## config.mk

```make
export PLATFORM = sky130hd
export DESIGN_NAME = sprite_rom_arbiter
export DESIGN_NICKNAME = d
export VERILOG_FILES = /design/src/rtl/sprite_rom_arbiter.sv
export SDC_FILE = /design/constraint.sdc
export NUM_CORES = 1
export LEC_CHECK = 0
export CORE_UTILIZATION = 25
export DETAILED_ROUTE_END_ITERATION = 12
export GPL_TIMING_DRIVEN = 0
export PLACE_DENSITY = 0.63
export SLEW_MARGIN = 20
export SYNTH_ARGS = -nofsm -noshare
export SYNTH_HDL_FRONTEND = slang
export SYNTH_SLANG_ARGS = --single-unit
```

## constraint.sdc

```tcl
create_clock -name vga_clk -period 4.1 [get_ports vga_clk]
set_clock_uncertainty 0.05 [all_clocks]
set_input_delay 0.41 -clock vga_clk [delete_from_list [all_inputs] [get_ports vga_clk]]
set_output_delay 0.41 -clock vga_clk [all_outputs]
set_load 0.01 [all_outputs]
```

## src/rtl/sprite_rom_arbiter.sv

```systemverilog
// Round-robin arbiter sharing one single-port sprite ROM between NUM_REQ requesters.
// A tag pipeline matched to the ROM read latency routes each returned palette index
// back to the requester that issued the address.
module sprite_rom_arbiter #(
   parameter int unsigned NUM_REQ = 4,
   parameter int unsigned ADDR_W  = 12,
   parameter int unsigned DATA_W  = 9,
   parameter int unsigned ROM_LAT = 1
) (
   input  logic                        vga_clk,
   input  logic                        Reset,
   input  logic [NUM_REQ-1:0]          req,
   input  logic [NUM_REQ*ADDR_W-1:0]   req_addr,
   output logic [NUM_REQ-1:0]          gnt,
   output logic [ADDR_W-1:0]           rom_address,
   input  logic [DATA_W-1:0]           rom_q,
   output logic [DATA_W-1:0]           rd_data,
   output logic [NUM_REQ-1:0]          rd_valid,
   output logic                        busy
);

   localparam int unsigned ID_W = (NUM_REQ > 1) ? $clog2(NUM_REQ) : 1;

   logic [ID_W-1:0]                 ptr_q, ptr_d;
   logic [ADDR_W-1:0]               rom_address_q, rom_address_d;
   logic [DATA_W-1:0]               rd_data_q, rd_data_d;
   logic [NUM_REQ-1:0]              rd_valid_q, rd_valid_d;
   logic [ROM_LAT-1:0]              tag_vld_q, tag_vld_d;
   logic [ROM_LAT-1:0][ID_W-1:0]    tag_id_q, tag_id_d;

   logic                            win_found;
   logic [ID_W-1:0]                 win_id;
   logic [ID_W:0]                   cand;

   // Round-robin scan starting at ptr, wrapping modulo NUM_REQ
   always_comb begin
      win_found = 1'b0;
      win_id    = '0;
      cand      = '0;
      for (int unsigned k = 0; k < NUM_REQ; k++) begin
         cand = {1'b0, ptr_q} + (ID_W+1)'(k);
         if (cand >= (ID_W+1)'(NUM_REQ)) begin
            cand = cand - (ID_W+1)'(NUM_REQ);
         end
         if (!win_found && req[cand]) begin
            win_found = 1'b1;
            win_id    = cand[ID_W-1:0];
         end
      end
   end

   // Combinational one-hot grant, suppressed during reset
   always_comb begin
      gnt = '0;
      if (win_found && !Reset) begin
         gnt[win_id] = 1'b1;
      end
   end

   // Next-state: address register, pointer, tag pipeline and read-data capture
   always_comb begin
      ptr_d         = ptr_q;
      rom_address_d = rom_address_q;
      if (win_found) begin
         rom_address_d = req_addr[win_id*ADDR_W +: ADDR_W];
         ptr_d         = (win_id == ID_W'(NUM_REQ - 1)) ? '0 : win_id + 1'b1;
      end

      tag_vld_d    = '0;
      tag_id_d     = '0;
      tag_vld_d[0] = win_found;
      tag_id_d[0]  = win_id;
      for (int unsigned s = 1; s < ROM_LAT; s++) begin
         tag_vld_d[s] = tag_vld_q[s-1];
         tag_id_d[s]  = tag_id_q[s-1];
      end

      rd_data_d  = rd_data_q;
      rd_valid_d = '0;
      if (tag_vld_q[ROM_LAT-1]) begin
         rd_data_d                           = rom_q;
         rd_valid_d[tag_id_q[ROM_LAT-1]]     = 1'b1;
      end
   end

   // State registers; reset discards any in-flight reads
   always_ff @(posedge vga_clk or posedge Reset) begin
      if (Reset) begin
         ptr_q         <= '0;
         rom_address_q <= '0;
         rd_data_q     <= '0;
         rd_valid_q    <= '0;
         tag_vld_q     <= '0;
         tag_id_q      <= '0;
      end else begin
         ptr_q         <= ptr_d;
         rom_address_q <= rom_address_d;
         rd_data_q     <= rd_data_d;
         rd_valid_q    <= rd_valid_d;
         tag_vld_q     <= tag_vld_d;
         tag_id_q      <= tag_id_d;
      end
   end

   assign rom_address = rom_address_q;
   assign rd_data     = rd_data_q;
   assign rd_valid    = rd_valid_q;
   assign busy        = |tag_vld_q;

endmodule

```

### After elaboration in Yosys (flattened, before gate mapping)

Cells that the tools add are included.

| word-level totals | value |
|---|---|
| register bits | 30 |
| bits in latches | 0 |
| bits in writable memories | 0 |
| bits in read-only memories | 0 |
| bits of input ports | 63 |
| output and inout port bits | 30 |
| logic and storage cells | 66 |
| memories kept | 0 |

| operators by class | value |
|---|---|
| $add $sub $neg | 8 |
| $mul | 1 |
| div/mod/pow operators | 0 |
| order comparisons | 12 |
| equality and inequality tests | 1 |
| shift-type cells | 1 |
| mux-type cells | 27 |
| bitwise logic cells | 0 |
| reductions and logical operators | 10 |

Operators by type and width:

| kind | count |
|---|---|
| variable part select 48 x 7 -> 12 bit | 1 |
| < comparator 3 bit (second input constant) | 4 |
| two-way mux 3 bit | 4 |
| two-way mux 1 bit | 10 |
| two-way mux 2 bit | 5 |
| >= comparator 3 bit (second input constant) | 3 |
| subtractor 3 bit (second input constant) | 3 |
| binary-select mux 1 bit (select 2 bit) | 4 |
| two-way mux 4 bit | 2 |
| adder 2 x 2 -> 3 bit (second input constant) | 2 |
| logical AND 1 bit | 6 |
| < comparator 2 x 3 -> 1 bit (second input constant) | 2 |
| demux 1 bit (select 2 bit) | 2 |
| >= comparator 2 x 1 -> 1 bit (second input constant) | 2 |
| zero test 1 bit | 4 |
| multiplier 2 x 2 -> 4 bit (second input constant) | 1 |
| adder 2 x 1 -> 3 bit (second input constant) | 1 |
| >= comparator 2 x 3 -> 1 bit (second input constant) | 1 |
| subtractor 2 x 3 -> 3 bit (second input constant) | 1 |
| adder 2 x 1 -> 2 bit (second input constant) | 1 |
| equality test 2 bit (second input constant) | 1 |

### Longest topological paths before layout

| depth | value |
|---|---|
| word-level depth | 19 |
| mapped depth | 8 |
| gate-level depth less buffers | 6 |

### Least setup slack after synthesis

OpenSTA, ideal clock, no wires.

| timing path | value |
|---|---|
| kind | input -> output |
| from | input port req[1] |
| to | output port gnt[1] |
| arrival time | 1.569 ns |
| data required time | 3.640 ns |
| setup slack | 2.071 ns |
| stages on the path | 7 |
| path buffers | 1 |
| cell sequence | nand2b_1 -> a21boi_0 -> o221ai_2 -> buf_2 -> inv_1 -> ha_1 -> and3_1 |

| between the ends | value |
|---|---|
| cells in the longest elaborated chain, start to end | 17 |

Ends and longest elaborated chain:

| item | line | source |
|---|---|---|
| start, declared | 12 | `input logic [NUM_REQ-1:0] req,` |
| binary-select mux 1 bit (select 2 bit) | 45 | `if (!win_found && req[cand]) begin` |
| two-way mux 1 bit (implied by the code) | 45 |  |
| two-way mux 1 bit | 45 |  |
| zero test 1 bit | 45 |  |
| logical AND 1 bit | 45 |  |
| two-way mux 1 bit | 45 |  |
| zero test 1 bit | 45 |  |
| logical AND 1 bit | 45 |  |
| two-way mux 1 bit | 45 |  |
| zero test 1 bit | 45 |  |
| logical AND 1 bit | 45 |  |
| two-way mux 2 bit | 45 |  |
| < comparator 2 x 3 -> 1 bit (implied by the code) / >= comparator 2 x 1 -> 1 bit (equally long branches) | 56 | `gnt[win_id] = 1'b1;` |
| logical AND 1 bit (implied by the code) | 56 |  |
| two-way mux 1 bit (implied by the code) | 56 |  |
| demux 1 bit (select 2 bit) | 56 |  |
| two-way mux 4 bit (*) | 55 | `if (win_found && !Reset) begin` |
| end, declared | 14 | `output logic [NUM_REQ-1:0] gnt,` |

Mark *: on every way between the ends. The rest lies on a longest branch, timed or not. The select of a mux whose other input is x is not followed.

### Worst setup path after layout

Ends and elaborated chain as after synthesis.

==> results.md <==
- Congestion Overflow GR: 0
- #FFs+latches synth: 30
- Post-synthesis sequential area ratio: 50.8%
- Ys async rst share: 100%
- Clk_lat worst skew: 0.29 ns
- Max Cap Violations: 0
- Synthesized cell area: 1480 µm²
- Antenna Cells: 0
- YS warnings: 0
- Fin crit share: 78.4%
- Top-area cell type share of the netlist area: 50.8%
- Num CTS Buffers: 5
- # hold bufs at CTS: 0
- CTS clk-pin slew, worst paths: about 0.070 ns
- Placed cells: 290
- Post-DRT Antenna Nets: 0
- CTS tree: built
- Core Rows: 27
- Final setup viols: 0
- Leak pwr: 1.09 nW
- Clock Path Buffers: 2
- Worst-path cell chain: clkdlybuf4s50_1, nand2b_1, a21boi_0, o221ai_2, buf_2, inv_1, ha_1, and3_1, clkdlybuf4s50_1
- Final hold vios: 0
- Syn Nets: 190
- Initial antenna violation count: 0
- DIE AREA: 6230 µm²
- Critical path's largest stage delay: 0.48 ns
- Final Max Tran Viols: 0
- Psw: 0.000432 W
- Clock power frac: 19.2%
- R2r startpoint: ptr_q[0]
- Vias: 1359
- Most numerous cell on the critical path: clkdlybuf4s50_1
- Internal power: approximately 0.00087 W
- RSZ-0062 raised after global routing: false
- DP HPWL: approximately 3000 µm
- Sw Share: 33.2%
- Number of post-CTS setup repair buffers: 0
- Share of layout cells above drive strength 1: 11.1%
- Startpoint Class: input port
- Worst IR Drop VDD: 163 µV
- Drt via density: between 4 and 5
- Drt total wl: 4160 µm
- Slowest cell on crit path: clkdlybuf4s50_1
- Root buf cell: clkbuf_8
- CP endpoint kind: primary output
- WS Path Type: in2out
- Top delay family on crit path: buffers and inverters
- Pwr/cell area: 503 nW/µm²
- Relative slew slack: 56.4%
- Crit path time final: 3.22 ns
- GRT Total Usage: approximately 14%
- Worst-path fanout max: 10
- CTS resizes: 0
- Initial core utilization: 26.4%
- Fmax: slightly above 300 MHz
- Sequential power share: 34.3%
- Outcome: finished, final reports clean
- Routed length per instance: 14.0 µm
- Synth area leader: dfrtp_1
- CTS H-tree depth: 2
- Clock Sinks: 30
- Primary FF master, synth: dfrtp_1
- Hold path start: tag_id_q[1]
- Area growth, synth to finish: 74.8%
- HP Class: reg2reg
- Top cells by area, synth: dfrtp_1 51%, mux2i_1 16%, o221ai_1 7.1%, mux2_2 6.9%, nand2_1 3.8%
- Die width: 78.9 µm
- CP Buf/Inv Count: 4
- DR DRC count: 0
- Height of the die: 78.9 µm
- Fin nets: 289
- PortBufs: 92
- Combinational share of power: 46.5%
- Worst slew pin tran: approximately 0.65 ns
- Initial DRC Count: 34
- Post-synth EDFFs: 0
- Synth cell types: 23
- Non-filler cells, final: 298
- Final GP Congestion: 0.698
- Crit path arrival time: 2.76 ns
- Core box area: 5610 µm²
- Post-route setup TNS: 0 ns
- First-pass GRT wire length: about 6500 µm
- I/O pin cnt: 93
- Syn Area/Cell: approximately 12 µm²
- Vias in the first global route: about 1300
- Pre-antenna DRT Iters: 4
- Syn Inst Count: 126
- Origin of the worst setup path: req[1]
- Critical Path RT: 3.64 ns
- Largest net degree at the start of global routing: 32
-- placed cells by master (no fill, tap or decap), types with 2 or more instances in the layout --
cell type        synthesis  layout
nor2_1                   5       5
buf_6                    2       2
mux2i_1                 24      24
o221ai_1                12      12
nand2_1                 15      15
mux2_2                   9       9
clkbuf_1                 2       2
clkbuf_8                 0       6
and3_1                   3       3
dfrtp_1                 30      30
buf_2                    2       2
a21oi_1                  4       4
inv_1                    6       5
clkdlybuf4s50_1          0      92
nor2b_1                  2       2
-- state kept, by name (all words and copies together), names as in the netlist --
name / cells
tag_id_q: 2
busy: 1
rd_data: 9
rom_address: 12
ptr_q: 2
rd_valid: 4
-- synthesized netlist by cell type (all sizes together), types with 2 or more instances --
master and n:
a21oi 4, and3 3, buf 5, clkbuf 2, dfrtp 30, inv 6, mux2 9, mux2i 24
nand2 15, nor2 5, nor2b 2, o221ai 13
-- final timing paths --
| path | to | slack, ns | cells past startpoint |
|---|---|---|---|
| worst max-delay path | gnt[1] | 0.88 | 9 |
| worst min-delay path | rd_valid[0] | 0.42 | 1 |
| worst max register to register | ptr_q[1] | 2.26 | 7 |
| worst min register to register | rd_valid[0] | 0.42 | 1 |
| max in group asynchronous | rom_address[5] | 3.06 | 2 |
| min in group asynchronous | ptr_q[0] | 0.52 | 2 |
-- area by class of cell --
type                            instances  area, µm²
Sequential cell                        30        751
Tap cell                               72       90.1
Clock inverter                          2       12.5
Inverter                                6       22.5
Buffer                                  7       47.5
Timing Repair Buffer                   92        921
Multi-Input combinational cell         83        658
Fill cell                             555       3020
Clock buffer                            6       82.6
-- routing by layer --
metal | routed length [µm] | GRT usage [%] | vias up
met1 | 1780 | 18.2 | 644
met2 | 2000 | 21.0 | 53
met4 | 40 | 4.91 | 0
met5 | 0 | 0 | -
li1 | - | - | 657
met3 | 341 | 5.17 | 5
-- worst reg2reg max path: cells and delay by family (launching register included) --
kind                       cells  cell delay [ns]
AOI/OAI and AO/OA              3             0.59
DFF                            1             0.38
buffers and inverters          3             0.49
adders and majority gates      1             0.27
-- cell families after synthesis --
kind of cell	Yosys count	share of synthesized area, %
mux	33	23.1
flops	30	50.8
simple gates	29	9.56
compound gates	20	11.0
buf+inv	13	4.74
fa+ha+maj	1	0.846
-- power groups by stage --
stage	registers, W	logic [W]	clock network [W]
2_1_floorplan	0.000487	0.000260	0
3_3_place_gp	0.000446	0.000611	0
3_5_place_dp	0.000450	0.000612	0
4_1_cts	0.000446	0.000616	0.000257
5_1_grt	0.000459	0.000652	0.000276
6_report	0.000446	0.000605	0.000250
-- metrics by stage --
step	total power (W)	setup WS [ns]	utilization, %	area, µm²	hold WS (ns)
finish	0.00130	0.885	46.1	2580	0.422
CTS	0.00132	0.869	46.1	2580	0.420
global placement	0.00106	0.874	44.4	2490	0.410
detailed placement	0.00106	0.875	44.4	2490	0.411
global route	0.00139	0.677	46.1	2580	0.447
floorplan	0.000747	2.07	-	1480	0.379
No activity file was read; power rests on OpenSTA's default activity.
